## src/rtl/channel_select_debounce_if.sv

```systemverilog
// Consumer-facing channel selection bundle: debounced switch vector, decoded channel,
// change/overrun pulses and the valid/ready acknowledge pair.
interface channel_select_debounce_if;
  logic [7:0] sw_stable;
  logic [2:0] chan_sel;
  logic       chan_none;
  logic       chan_changed;
  logic       chan_valid;
  logic       chan_ready;
  logic       overrun;

  modport master (
    output sw_stable,
    output chan_sel,
    output chan_none,
    output chan_changed,
    output chan_valid,
    output overrun,
    input  chan_ready
  );

  modport slave (
    input  sw_stable,
    input  chan_sel,
    input  chan_none,
    input  chan_changed,
    input  chan_valid,
    input  overrun,
    output chan_ready
  );
endinterface

```

## src/rtl/channel_select_debounce.sv

```systemverilog
// Debounces an 8-bit DIP-switch bank and presents the highest set switch as a channel
// index with a valid/ready handoff to the display stage.
module channel_select_debounce #(
  parameter int unsigned DB_CYCLES = 1000
) (
  input  logic                       clk,
  input  logic                       reset,
  input  logic [7:0]                 sw_in,
  channel_select_debounce_if.master  chan
);

  localparam logic [0:0]  IDLE     = 1'b0;
  localparam logic [0:0]  SETTLE   = 1'b1;
  localparam logic [15:0] CNT_LAST = 16'(DB_CYCLES - 1);

  logic [7:0]  sync1, sync2, cand;
  logic [15:0] cnt;
  logic [0:0]  state;

  logic [7:0]  sw_stable_q;
  logic [2:0]  chan_sel_q;
  logic        chan_none_q;
  logic        chan_changed_q;
  logic        chan_valid_q;
  logic        overrun_q;

  logic [0:0]  state_d;
  logic [7:0]  cand_d;
  logic [15:0] cnt_d;
  logic        commit;
  logic        commit_chg;
  logic [2:0]  cand_sel;

  function automatic logic [2:0] highest_bit(input logic [7:0] v);
    logic [2:0] idx;
    idx = 3'd0;
    for (int i = 0; i < 8; i++) begin
      if (v[i]) idx = 3'(i);
    end
    return idx;
  endfunction

  always_comb begin
    state_d = state;
    cand_d  = cand;
    cnt_d   = cnt;
    commit  = 1'b0;
    case (state)
      IDLE: begin
        if (sync2 != cand) begin
          cand_d  = sync2;
          cnt_d   = 16'd0;
          state_d = SETTLE;
        end
      end
      SETTLE: begin
        if (sync2 != cand) begin
          // Glitch during settling restarts the window on the new value.
          cand_d = sync2;
          cnt_d  = 16'd0;
        end else if (cnt < CNT_LAST) begin
          cnt_d = cnt + 16'd1;
        end else begin
          commit  = 1'b1;
          state_d = IDLE;
        end
      end
      default: state_d = IDLE;
    endcase
  end

  assign commit_chg = commit && (cand != sw_stable_q);
  assign cand_sel   = highest_bit(cand);

  always_ff @(posedge clk) begin
    if (reset) begin
      sync1          <= 8'd0;
      sync2          <= 8'd0;
      cand           <= 8'd0;
      cnt            <= 16'd0;
      state          <= IDLE;
      sw_stable_q    <= 8'd0;
      chan_sel_q     <= 3'd0;
      chan_none_q    <= 1'b1;
      chan_changed_q <= 1'b0;
      chan_valid_q   <= 1'b0;
      overrun_q      <= 1'b0;
    end else begin
      sync1 <= sw_in;
      sync2 <= sync1;
      cand  <= cand_d;
      cnt   <= cnt_d;
      state <= state_d;
      if (commit_chg) begin
        sw_stable_q <= cand;
        chan_sel_q  <= cand_sel;
        chan_none_q <= (cand == 8'd0);
      end
      chan_changed_q <= commit_chg;
      // A fresh commit keeps valid high even if the old selection is acked this edge.
      chan_valid_q   <= commit_chg | (chan_valid_q & ~chan.chan_ready);
      overrun_q      <= commit_chg & chan_valid_q & ~chan.chan_ready;
    end
  end

  assign chan.sw_stable    = sw_stable_q;
  assign chan.chan_sel     = chan_sel_q;
  assign chan.chan_none    = chan_none_q;
  assign chan.chan_changed = chan_changed_q;
  assign chan.chan_valid   = chan_valid_q;
  assign chan.overrun      = overrun_q;

endmodule
```

## src/flat_wrapper.sv

```systemverilog
// flat-port wrapper written by rule: the top's interface ports become plain ports
module channel_select_debounce_flat 
#(
  parameter int unsigned DB_CYCLES = 1000
)
  (clk, reset, sw_in, chan_sw_stable, chan_chan_sel, chan_chan_none, chan_chan_changed, chan_chan_valid, chan_overrun, chan_chan_ready);
  channel_select_debounce_if chan_i ();
  input  logic clk;
  input  logic reset;
  input  logic [7:0] sw_in;
  output wire logic [$bits(chan_i.sw_stable)-1:0] chan_sw_stable;
  output wire logic [$bits(chan_i.chan_sel)-1:0] chan_chan_sel;
  output wire logic [$bits(chan_i.chan_none)-1:0] chan_chan_none;
  output wire logic [$bits(chan_i.chan_changed)-1:0] chan_chan_changed;
  output wire logic [$bits(chan_i.chan_valid)-1:0] chan_chan_valid;
  output wire logic [$bits(chan_i.overrun)-1:0] chan_overrun;
  input wire logic [$bits(chan_i.chan_ready)-1:0] chan_chan_ready;
  assign chan_sw_stable = chan_i.sw_stable;
  assign chan_chan_sel = chan_i.chan_sel;
  assign chan_chan_none = chan_i.chan_none;
  assign chan_chan_changed = chan_i.chan_changed;
  assign chan_chan_valid = chan_i.chan_valid;
  assign chan_overrun = chan_i.overrun;
  assign chan_i.chan_ready = chan_chan_ready;
  channel_select_debounce #(.DB_CYCLES(DB_CYCLES)) u_core (.clk(clk), .reset(reset), .sw_in(sw_in), .chan(chan_i));
endmodule
```

## config.mk

```make
export PLATFORM = sky130hd
export DESIGN_NAME = channel_select_debounce_flat
export DESIGN_NICKNAME = d
export VERILOG_FILES = /design/src/rtl/channel_select_debounce_if.sv /design/src/rtl/channel_select_debounce.sv /design/src/flat_wrapper.sv
export SDC_FILE = /design/constraint.sdc
export NUM_CORES = 1
export LEC_CHECK = 0
export ABC_AREA = 1
export BUFFER_PORTS_ARGS = -buffer_cell sky130_fd_sc_hd__buf_2
export CELL_PAD_IN_SITES_DETAIL_PLACEMENT = 1
export CELL_PAD_IN_SITES_GLOBAL_PLACEMENT = 1
export CORE_ASPECT_RATIO = 0.75
export CORE_MARGIN = 2
export CORE_UTILIZATION = 44
export CTS_BUF_LIST = sky130_fd_sc_hd__clkbuf_16
export CTS_CLUSTER_SIZE = 40
export DETAILED_ROUTE_END_ITERATION = 16
export PLACE_DENSITY_LB_ADDON = 0.3
export SYNTH_ARGS = -nofsm -noshare
export SYNTH_HDL_FRONTEND = slang
export SYNTH_SLANG_ARGS = --single-unit
export TNS_END_PERCENT = 5
```

## constraint.sdc

```tcl
create_clock -name clk -period 2.5 [get_ports clk]
set_clock_uncertainty 0.2 [all_clocks]
set_input_delay 0.5 -clock clk [delete_from_list [all_inputs] [get_ports clk]]
set_output_delay 0.5 -clock clk [all_outputs]
set_load 0.005 [all_outputs]
```

* Word-level counts from Yosys, hierarchy flattened
Index checks and enable logic that the tools add are counted.
** Storage, ports and cells
- Flip-flop bits (word level) :: 56
- Input port bits :: 11
- Output and inout bits :: 15
- Logic and storage cells :: 45
** Cells by class
- Add/subtract/negate cells :: 1
- Order comparisons :: 1
- Eq/ne operators :: 4
- Multiplexer cells :: 19
- Bitwise gates (word level) :: 6
- Reduce and logical (&&, ||, !) cells :: 3
** Operators with widths (count)
- 16-bit two-way mux :: 3
- 16-bit one-hot mux with 2 select lines :: 1
- 16-bit by 1-bit adder with 16-bit output, second input constant :: 1
- 16-bit by 10-bit < comparator with 1-bit output, second input constant :: 1
- 8-bit inequality test :: 2
- 3-bit two-way mux :: 4
- 8-bit logical NOT :: 1
- 8-bit two-way mux :: 1
- 1-bit two-way mux :: 7
- 2-bit two-way mux :: 2
- 1-bit AND :: 3
- 3-bit inequality test, second input constant :: 1
- 2-bit by 1-bit inequality test with 1-bit output, second input constant :: 1
- 1-bit inverter :: 2
- 1-bit one-hot mux with 2 select lines :: 1
- 2-bit AND reduction :: 1
- 1-bit logical AND :: 1
- 1-bit bitwise OR :: 1

* Longest topological paths before layout
- Word-level depth :: 7
- Mapped depth :: 12
- Mapped depth without buffers :: 11

* Worst setup path after synthesis
Ideal clock, no wire load.
- Path kind :: register -> register
- Start :: reg u_core.cnt[0]
- End :: reg u_core.chan_none_q (netlist: u_core.chan.chan_none)
- Setup time :: 0.123 ns
- Data arrival time :: 1.362 ns
- Data required time :: 2.177 ns
- Slack :: 0.815 ns
- Cell stages (with the launch flop) :: 12
- Path buffers :: 1
- Clock period less this slack :: 1.685 ns
- Cells stage by stage :: dfxtp_1 -> ha_1 -> nand2_1 -> nand3_1 -> nand3_1 -> nand2_1 -> inv_2 -> nor2_2 -> nand2_4 -> buf_4 -> nand2_1 -> nand3_1
** On the way
- Cells in the longest elaborated chain, start to end :: 5
** RTL lines
- from (decl) :: RTL line channel_select_debounce.sv:17 : logic [15:0] cnt;
- from (signal assigned) :: RTL line channel_select_debounce.sv:92 : cnt <= cnt_d;
- 16-bit by 10-bit < comparator with 1-bit output :: RTL line channel_select_debounce.sv:61 : end else if (cnt < CNT_LAST) begin
- 1-bit two-way mux :: RTL line channel_select_debounce.sv:61
- 1-bit two-way mux :: RTL line channel_select_debounce.sv:57 : if (sync2 != cand) begin
- 1-bit two-way mux :: RTL line channel_select_debounce.sv:48 : case (state)
- 1-bit logical AND :: RTL line channel_select_debounce.sv:72 : assign commit_chg = commit && (cand != sw_stable_q);
- to (signal assigned) :: RTL line channel_select_debounce.sv:97 : chan_none_q <= (cand == 8'd0);
- to (decl) :: RTL line channel_select_debounce.sv:22 : logic chan_none_q;
No other way between the ends.
A chain may end at the register's enable or synchronous reset.

* Worst setup path in the final report
- Start :: reg u_core.cnt[0]
- End :: reg u_core.cnt[1]
** On the way
- Cells in the longest elaborated chain, start to end :: 4
- Elaborated cells between the ends (all ways) :: 7
- Classes of those cells :: add/sub (1); order compare (1); eq/ne (1); mux (3); reduce/logical (1)
** RTL lines
- 16-bit by 1-bit adder with 16-bit output :: RTL line channel_select_debounce.sv:62 : cnt_d = cnt + 16'd1;
- 16-bit two-way mux :: RTL line channel_select_debounce.sv:61
- 16-bit two-way mux :: RTL line channel_select_debounce.sv:57
- 16-bit one-hot mux with 2 select lines :: RTL line channel_select_debounce.sv:48
Several ways; a longest one is shown, not always the timed one. The select of a mux whose other input is x is not followed.

==> flow_summary.yaml <==
outcome:
  status: "complete, no violations"
worst_setup_path:
  reg2reg_from: "u_core.cnt[0]"
  critPathCaptureType: "register"
  arrival_ns: 2.13
  crit_path_start_kind: "register"
  worstPathMaxFanout: 13
  required_ns: 2.53
  crit_start: "u_core.cnt[0]"
  critPathKind: "register to register"
timing:
  tightestPinTransition_ns: 0.534
  rsz0062_at_grt: "no"
  hold_viol_final: 0
  min_period_ns: 2.10
  timing.fmax_ghz: 0.475
  period_share_pct: 84.1
  timing.slew.headroom_pct: 64.3
  drv_slew: 0
  setup_viol: 0
  fin_tns_setup_ns: 0
route:
  drtIter0Drc: 102
  post_drt_via_cell_ratio: 4.57
  antenna_left: 0
  wl_per_cell_um: 12.3
  via_count: 2065
  drc: 0
  firstDrtPassIters: 4
  drt_wl_total_um: 5570
cts:
  cts_tree: "done"
  post-cts-setup-buffers: 0
  ctsResizeCount: 0
  clockRootBuffer: "clkbuf_16"
  clk_latency_ns: 0.30
  cts_buffer_depth: 2
  htree_levels: 2
  cts_buffers: 5
  cts.reportedPaths.clkPinSlew_ns: 0.07
  holdBufCountCts: 0
  cts_sinks: 56
power:
  comb_power_share_pct: 6.7
  finalPower_uw: 1760
  cellLeakagePower_uw: 0.00139
  p_seq_share_pct: 52.2
  p_switching_uw: 435
  swShare_pct: 24.7
  clkPwrFrac_pct: 41.0
  max-vdd-ir-drop_mv: 0.277
  power_density_nw_per_um2: 642
  p_int_uw: 1330
synthesis:
  synth_cell_types: 25
  synth_top_flop_cell: "dfxtp_1"
  synthTopCellsByCount: "86 x nand2_1, 70 x inv_1, 66 x nor2_1"
  postSynthCellCount: 350
  syn_nets: 362
  synth_top_area_share_pct: 46.5
  ys_top_cells_by_area: "dfxtp_1 47%, nand2_1 13%, inv_1 11%, nor2_1 10%, nand3_1 3.9%"
  synth_warnings: 0
  synth_seq_cells: 56
  synth_edf_count: 0
  yosysSeqAreaShare_pct: 46.5
  yosys.area.top_type: "dfxtp_1"
  yosysMostFrequentCell: "nand2_1"
  async_flop_share_pct: 0
  avgSynthCellArea_um2: 6.88
  synth_area_um2: 2410
min_path:
  hp-start: "sw_in[1]"
  min_path_type: "input pin to register"
finish:
  fin_cells: 452
  areaGrowthSynthToFinish_pct: 14.1
  fillers: 720
  finish.net_count: 388
  diodes: 0
  drive_gt1_share_pct: 12.7
die:
  core.rowCount: 23
  die_y_um: 68.1
  start_util_pct: 45.2
  io_pins: 26
  die_w_um: 89.4
  die-area_um2: 6090
  core_area_um2: 5320
global_routing:
  grt_pass1_vias: 1969
  grt_max_degree: 31
  use_met2_pct: 31.1
  track_usage_pct: 20.3
  antenna_found_initial: 0
  grt_first_pass_wirelength_um: 9250
  globalRouteOverflowTotal: 0
  met1_usage_pct: 28.8
  top_usage_layer: "met2"
  globalRouteMet3Util_pct: 4.34
placed_design:
  dp.cells: 444
  hpwl_um: 4090
  gp_congestion: 0.818
  port_buffers: 25
run:
  drv_cap: 0
==> routing by layer <==
| layer | up-vias | wire [um] |
|---|---|---|
| li1 | 1085 | - |
| met1 | 939 | 2870 |
| met2 | 33 | 2410 |
| met3 | 8 | 223 |
| met4 | 0 | 76 |
| met5 | - | 0 |
==> state kept, by name, indices dropped and copies added (netlist names), 3 cells and up <==
register	flops
u_core.sync2	8
u_core.sync1	8
u_core.cand	8
u_core.chan.sw_stable	8
u_core.chan.chan_sel	3
u_core.cnt	16
==> cell type report <==
class,count,area (um^2),share of cell area (%)
clock inverters,3,27.5,1.00
inverters,72,270,9.84
well taps,75,93.8,3.42
clock buffers,5,125,4.55
repair buffers,26,133,4.83
multi-input cells,215,977,35.6
flip-flops and latches,56,1120,40.8
==> stage by stage <==
| stage | util, % | setup slack [ns] | hold slack (ns) | instance area, um^2 |
|---|---|---|---|---|
| final | 51.6 | 0.396 | 0.200 | 2750 |
| after CTS | 51.6 | 0.419 | 0.197 | 2750 |
| after floorplan | - | 0.815 | 0.188 | 2410 |
| after detailed placement | 48.7 | 0.472 | 0.203 | 2590 |
| after global routing | 51.6 | 0.216 | 0.212 | 2750 |
| after global placement | 48.7 | 0.552 | 0.189 | 2590 |
==> cell usage in the layout (no fill, tap or decap) <==
cell	instances
nand2_4	2
clkbuf_16	5
nand2_2	1
nor3_1	2
nor4_1	1
dfxtp_1	56
nand2_1	86
inv_8	1
nor2_1	66
nor2_8	1
nand3_1	19
ha_1	1
clkinvlp_4	1
buf_2	25
nand4_1	3
nor2_4	1
a21oi_1	14
inv_1	70
xnor2_1	7
clkinv_4	1
o21ai_0	3
o211ai_1	1
a21oi_2	1
inv_2	2
buf_4	1
nor2_2	5
nor3_2	1
==> power by group through the flow <==
stage | registers (uW) | logic, uW | clock network (uW)
after floorplan | 939 | 90.4 | 0
after global placement | 942 | 116 | 0
after detailed placement | 943 | 119 | 0
after CTS | 922 | 121 | 748
after global routing | 924 | 137 | 777
final | 922 | 119 | 724
==> cell families (layout without fill, tap and decap cells) <==
kind of cell             Yosys count  in the layout  synth area share, %
flip-flops                        56             56                 46.5
AND/OR/NAND/NOR                  188            188                 33.3
AO/OA/AOI/OAI                     19             19                 4.21
XOR/XNOR                           7              7                 2.55
buffers and inverters             79            106                 12.9
adder cells (fa/ha/maj)            1              1                0.519
==> worst max-delay path, stage by stage (launching register included) <==
cell	delay [ns]
dfxtp_1	0.37
ha_1	0.18
nand2_1	0.10
nand3_1	0.09
nand3_1	0.09
nand3_1	0.15
nand3_1	0.42
inv_1	0.20
nand2_1	0.07
a21oi_1	0.15
==> final timing paths <==
check / endpoint / depth (start not counted) / slack [ns]
max: u_core.cnt[1] / 9 / 0.40
min: u_core.sync1[1] / 3 / 0.20
max reg2reg: u_core.cnt[1] / 9 / 0.40
min reg2reg: u_core.sync2[0] / 2 / 0.21
No activity file was read; power rests on OpenSTA's default activity.
